**config.mk**
```make
export PLATFORM = sky130hd
export DESIGN_NAME = multicycle_ctrl
export DESIGN_NICKNAME = d
export VERILOG_FILES = /design/src/rtl/multicycle_ctrl.sv
export SDC_FILE = /design/constraint.sdc
export NUM_CORES = 1
export LEC_CHECK = 0
export ABC_AREA = 1
export BUFFER_PORTS_ARGS = -buffer_cell sky130_fd_sc_hd__buf_2
export CAP_MARGIN = 20
export CORE_UTILIZATION = 44
export DETAILED_ROUTE_END_ITERATION = 12
export GPL_ROUTABILITY_DRIVEN = 0
export GPL_TIMING_DRIVEN = 0
export HOLD_SLACK_MARGIN = 0.12
export PLACE_DENSITY = 0.74
export SYNTH_ARGS = -nofsm -noshare
export SYNTH_HDL_FRONTEND = slang
export SYNTH_SLANG_ARGS = --single-unit
export TNS_END_PERCENT = 30
```
**constraint.sdc**
```tcl
create_clock -name clk -period 1.4 [get_ports clk]
set_clock_uncertainty 0.05 [all_clocks]
set_input_delay 0.35 -clock clk [delete_from_list [all_inputs] [get_ports clk]]
set_output_delay 0.35 -clock clk [all_outputs]
set_load 0.02 [all_outputs]
```
**src/rtl/multicycle_ctrl.sv**
```systemverilog
// Multi-cycle control FSM: sequences FETCH/DECODE/EXEC/MEM/WB over a shared
// req/ack memory, with a sticky FAULT state on memory timeout.
module multicycle_ctrl #(
    parameter int TIMEOUT = 15,
    parameter int CNT_W   = 4
) (
    input  logic       clk,
    input  logic       rst,
    input  logic [5:0] op,
    input  logic [3:0] func,
    input  logic       mem_ack,
    output logic       mem_req,
    output logic       mem_we,
    output logic       iord,
    output logic       ir_write,
    output logic       pc_write,
    output logic       pc_src,
    output logic [2:0] alu_func,
    output logic       imm_enable,
    output logic       reg_write,
    output logic       reg_dst,
    output logic       mem_to_reg,
    output logic       retire,
    output logic       illegal,
    output logic       fault,
    output logic [2:0] state
);

    localparam logic [2:0] S_FETCH  = 3'd0;
    localparam logic [2:0] S_DECODE = 3'd1;
    localparam logic [2:0] S_EXEC   = 3'd2;
    localparam logic [2:0] S_MEM    = 3'd3;
    localparam logic [2:0] S_WB     = 3'd4;
    localparam logic [2:0] S_FAULT  = 3'd5;

    localparam logic [2:0] C_R   = 3'd0;
    localparam logic [2:0] C_I   = 3'd1;
    localparam logic [2:0] C_LW  = 3'd2;
    localparam logic [2:0] C_SW  = 3'd3;
    localparam logic [2:0] C_J   = 3'd4;
    localparam logic [2:0] C_ILL = 3'd5;

    localparam logic [2:0] ALU_NONE = 3'b000;
    localparam logic [2:0] ALU_ADD  = 3'b001;
    localparam logic [2:0] ALU_SUB  = 3'b010;
    localparam logic [2:0] ALU_AND  = 3'b011;
    localparam logic [2:0] ALU_OR   = 3'b100;
    localparam logic [2:0] ALU_SLT  = 3'b101;

    localparam logic [CNT_W-1:0] TIMEOUT_CNT = CNT_W'(TIMEOUT);

    logic [2:0]       state_reg, state_next;
    logic [CNT_W-1:0] cnt_reg, cnt_next;
    logic [2:0]       cls_reg, alu_reg;
    logic [2:0]       dec_cls, dec_alu;
    logic             timeout_hit;

    // Instruction classification; lw/sw address math is always an add.
    always_comb begin
        dec_cls = C_ILL;
        dec_alu = ALU_NONE;
        case (op)
            6'b000000: begin
                dec_cls = C_R;
                case (func)
                    4'b0000: dec_alu = ALU_ADD;
                    4'b0010: dec_alu = ALU_SUB;
                    4'b0100: dec_alu = ALU_AND;
                    4'b0101: dec_alu = ALU_OR;
                    4'b1010: dec_alu = ALU_SLT;
                    default: dec_cls = C_ILL;
                endcase
            end
            6'b001000: begin dec_cls = C_I;  dec_alu = ALU_ADD; end
            6'b001100: begin dec_cls = C_I;  dec_alu = ALU_AND; end
            6'b001101: begin dec_cls = C_I;  dec_alu = ALU_OR;  end
            6'b001010: begin dec_cls = C_I;  dec_alu = ALU_SLT; end
            6'b100011: begin dec_cls = C_LW; dec_alu = ALU_ADD; end
            6'b101011: begin dec_cls = C_SW; dec_alu = ALU_ADD; end
            6'b000010: dec_cls = C_J;
            default:   dec_cls = C_ILL;
        endcase
        if (dec_cls == C_ILL) begin
            dec_alu = ALU_NONE;
        end
    end

    // An ack in the limit cycle still completes the access.
    assign timeout_hit = (TIMEOUT != 0) && (cnt_reg == TIMEOUT_CNT) && !mem_ack;

    always_comb begin
        state_next = state_reg;
        case (state_reg)
            S_FETCH: begin
                if (mem_ack) begin
                    state_next = S_DECODE;
                end else if (timeout_hit) begin
                    state_next = S_FAULT;
                end
            end
            S_DECODE: begin
                if (dec_cls == C_J || dec_cls == C_ILL) begin
                    state_next = S_FETCH;
                end else begin
                    state_next = S_EXEC;
                end
            end
            S_EXEC: begin
                if (cls_reg == C_LW || cls_reg == C_SW) begin
                    state_next = S_MEM;
                end else begin
                    state_next = S_WB;
                end
            end
            S_MEM: begin
                if (mem_ack) begin
                    state_next = (cls_reg == C_LW) ? S_WB : S_FETCH;
                end else if (timeout_hit) begin
                    state_next = S_FAULT;
                end
            end
            S_WB:    state_next = S_FETCH;
            S_FAULT: state_next = S_FAULT;
            default: state_next = S_FETCH;
        endcase
    end

    // Counter only runs while a request waits in place; any move or ack clears it.
    always_comb begin
        cnt_next = '0;
        if ((state_reg == S_FETCH || state_reg == S_MEM) &&
            state_next == state_reg && !mem_ack) begin
            cnt_next = cnt_reg + CNT_W'(1);
        end
    end

    always_ff @(posedge clk) begin
        if (rst) begin
            state_reg <= S_FETCH;
            cnt_reg   <= '0;
            cls_reg   <= C_R;
            alu_reg   <= ALU_NONE;
        end else begin
            state_reg <= state_next;
            cnt_reg   <= cnt_next;
            if (state_reg == S_DECODE) begin
                cls_reg <= dec_cls;
                alu_reg <= dec_alu;
            end
        end
    end

    always_comb begin
        mem_req    = 1'b0;
        mem_we     = 1'b0;
        iord       = 1'b0;
        ir_write   = 1'b0;
        pc_write   = 1'b0;
        pc_src     = 1'b0;
        alu_func   = ALU_NONE;
        imm_enable = 1'b0;
        reg_write  = 1'b0;
        reg_dst    = 1'b0;
        mem_to_reg = 1'b0;
        retire     = 1'b0;
        illegal    = 1'b0;
        fault      = 1'b0;
        case (state_reg)
            S_FETCH: begin
                mem_req  = 1'b1;
                ir_write = mem_ack;
                pc_write = mem_ack;
            end
            S_DECODE: begin
                if (dec_cls == C_J) begin
                    pc_write = 1'b1;
                    pc_src   = 1'b1;
                    retire   = 1'b1;
                end else if (dec_cls == C_ILL) begin
                    illegal = 1'b1;
                    retire  = 1'b1;
                end
            end
            S_EXEC: begin
                alu_func   = alu_reg;
                imm_enable = (cls_reg != C_R);
            end
            S_MEM: begin
                mem_req    = 1'b1;
                iord       = 1'b1;
                alu_func   = ALU_ADD;
                imm_enable = 1'b1;
                mem_we     = (cls_reg == C_SW);
                retire     = mem_ack && (cls_reg == C_SW);
                mem_to_reg = mem_ack && (cls_reg == C_LW);
            end
            S_WB: begin
                reg_write  = 1'b1;
                reg_dst    = (cls_reg == C_R);
                mem_to_reg = (cls_reg == C_LW);
                retire     = 1'b1;
            end
            S_FAULT: fault = 1'b1;
            default: ;
        endcase
    end

    assign state = state_reg;

endmodule

```
==> metrics.cfg <==
[run_status]
status=finished, violations left
failed_checks=negative setup slack

[logic_synthesis]
netlist_top_cells_area=sky130_fd_sc_hd__dfxtp_1, sky130_fd_sc_hd__nand2_1, sky130_fd_sc_hd__nor2_1, sky130_fd_sc_hd__inv_1, sky130_fd_sc_hd__nand3_1
synth_area_um2=940
synth_cells=162
synth_cell_types=22
yosys.area.top_type=sky130_fd_sc_hd__dfxtp_1
yosysWarnings=0
synthesis.area_per_instance_um2=5.80
yosys_register_bits=13
mappedNetlistNets=176
yosysTopAreaCellShare_pct=27.7
synth_seq_area_share_pct=27.7

[finish]
area_of_the_multi_input_gates_um2=779
final-instance-count-excl-fill=249
syn_to_final_growth_pct=86.7
fillers=100
fin_nets=237
num_antenna_cells=0
largest_register_ff_count=4
ff_latch_area_um2=273
final_layout_size_suffix_gt1_share_pct=55.4
postLayoutCoreUtil_pct=88.5

[clock_tree]
hold_buffer_count_at_cts=0
clk_path_buf_depth=2
ctsHtreeMaxLevel=1
clk_pin_slew_worst_paths_ns=0.08
clock_tree.root_cell=sky130_fd_sc_hd__clkbuf_4
clock_insertion_delay_worst_skew_ns=0.29
cts_sinks=13
cts_tree=built
cts_inserted_buffers=3

[sta]
timing_max_transition_violations_final=0
fmax_mhz=549
timing_worst_slew_pin_value_ns=0.397
hold_viol=0
fin_crit_ns=1.82
fin_crit_sh_pct=130
timing.final.setup_violations=18
timing.hold.ws_ns=0.391
setup_slack_ns=-0.422
rsz0062_at_grt=yes
slew_headroom_pct=73.5

[detailed_routing]
post_drt_wl_per_cell_um=15.0
detailed_routing_iterations_pass_1=5
postRouteAntennaNets=0
drt_drc_violations_left=0
vias_per_cell=5.55
vias=1381
drtIter0Drc=52
wl_mm=3.73

[global_routing]
grt_pass1_wl_mm=4.89
grt_pass1_vias=1175
gr-total-overflow=0
grt_util_all_layers_pct=30.9
number_of_antenna_violations_at_the_first_check_in_global_routing=0
grt_max_degree=10

[setup_path]
worstSetupPathType=in -> out
cp_data_arrival_time_ns=1.42
critical_path.cell_chain=buf_8, nor2_4, nand4_1, nand2_1, inv_1, nand2_2, nand2_4, nand2_4, nand3_2, buf_6
critical_path.top_delay_family=simple AND/OR/NAND/NOR gates
path_max_fanout=6
startpoint_type=primary input
worst_path_max_delay_cell=sky130_fd_sc_hd__nor2_4
crit_path_largest_cell_delay_ns=0.16
most_common_cell_on_crit_path=sky130_fd_sc_hd__nand2_4
cp.required_ns=1.00
r2r_slack_ns=-0.04
timing.critical_path.to_type=output port
path_buf_inv=3

[worst_hold_path]
min_path_type=in -> reg

[place]
port_buffers=30
placedCellCount=219
dpl.hpwl_mm=1.90

[run]
timing.max_cap.violations=0

[die]
fp.dieH_um=48.2
die_area_um2=2320
die_width_um=48.2
core_um2=1980
ios=32
initial_utilization_pct=47.4
core.rowCount=16

[power_and_ir_drop]
pd_cells_nw_per_um2=602
ir_worst_vdd_v=0.000503
power.leakage_nw=0.821
power.total_mw=1.06

[metrics by stage]
stage	worst slack, ns	instance area, um^2	TNS [ns]
floorplan	-0.208	1070	-1.13
global placement	-0.475	1250	-2.17
detailed placement	-0.505	1250	-2.56
CTS	-0.352	1590	-4.07
global route	-0.488	1750	-6.03
finish	-0.422	1750	-4.47
[final timing paths]
kind | from | endpoint | cells after the start
max | op[5] | retire | 10
min | rst | alu_reg[0]$_SDFFE_PP0P_ | 2
max reg2reg | state[0]$_SDFF_PP0_ | state[1]$_SDFF_PP0_ | 8
min reg2reg | cnt_reg[0]$_SDFF_PP0_ | cnt_reg[0]$_SDFF_PP0_ | 1
[synthesized netlist by cell type]
master and instances:
sky130_fd_sc_hd__o211ai_2 1, sky130_fd_sc_hd__nor2_2 1, sky130_fd_sc_hd__ha_1 1, sky130_fd_sc_hd__a41oi_1 2, sky130_fd_sc_hd__nand2_4 1, sky130_fd_sc_hd__buf_1 1
sky130_fd_sc_hd__o21ai_1 1, sky130_fd_sc_hd__inv_2 5, sky130_fd_sc_hd__nor2_4 1, sky130_fd_sc_hd__a21oi_1 9, sky130_fd_sc_hd__xnor2_1 1, sky130_fd_sc_hd__nor2_1 31
sky130_fd_sc_hd__nand2_1 31, sky130_fd_sc_hd__dfxtp_1 13, sky130_fd_sc_hd__inv_1 30, sky130_fd_sc_hd__nand4_1 4, sky130_fd_sc_hd__nand3_1 13, sky130_fd_sc_hd__nor4_1 2
sky130_fd_sc_hd__nor3_1 1, sky130_fd_sc_hd__nand2_2 4, sky130_fd_sc_hd__o21ai_0 8, sky130_fd_sc_hd__xor2_1 1
[worst register-to-register path: stages, from the launching register on]
cell	delay, ns
sky130_fd_sc_hd__dfxtp_4	0.43
sky130_fd_sc_hd__inv_6	0.06
sky130_fd_sc_hd__nor2_4	0.16
sky130_fd_sc_hd__buf_4	0.13
sky130_fd_sc_hd__buf_4	0.09
sky130_fd_sc_hd__nand2_1	0.07
sky130_fd_sc_hd__o21ai_1	0.17
sky130_fd_sc_hd__inv_1	0.07
sky130_fd_sc_hd__a21oi_1	0.13
[where the power goes]
group,switching (mW),internal (mW)
clock network,0.138,0.111
registers,0.0308,0.385
logic,0.229,0.162
[layout make-up]
cell class / count / share of cell area, %
Buffer: 1 / 0.214
Tap cell: 27 / 1.93
Multi-Input combinational cell: 113 / 44.4
Timing Repair Buffer: 56 / 26.9
Inverter: 35 / 9.49
Sequential cell: 13 / 15.5
Clock buffer: 4 / 1.50
[placed cells by master, fill, tap and decap left out, drive strengths merged]
master,instances
nand4,4
o211ai,1
ha,1
nor3,1
nor2,33
a41oi,2
inv,35
xnor2,1
o21ai,9
a21oi,9
clkbuf,4
nor4,2
buf,57
xor2,1
dfxtp,13
nand2,36
nand3,13
[per-layer routing]
metal	wire, um	GRT usage (%)	vias to the layer above
li1	-	-	633
met1	1260	30.3	645
met2	2110	58.9	78
met3	186	7.41	25
met4	176	16.1	0
met5	0	0	-
[cell families (layout without fill, tap and decap cells)]
logic type	Yosys count	count (layout)	synth area share, %
compound gates	21	21	12.8
xor+xnor	2	2	1.86
fa+ha+maj	1	1	1.33
buf+inv	36	96	14.4
flops	13	13	27.7
simple gates	89	89	41.9
[what timing repair did]
action,in CTS,in global routing
gates cloned,0,0
setup buffers,19,7
resized for setup,57,31
setup endpoints to repair,20,23
hold endpoints to repair,0,0
pin swaps,22,14
(Power assumes the default switching activity.)
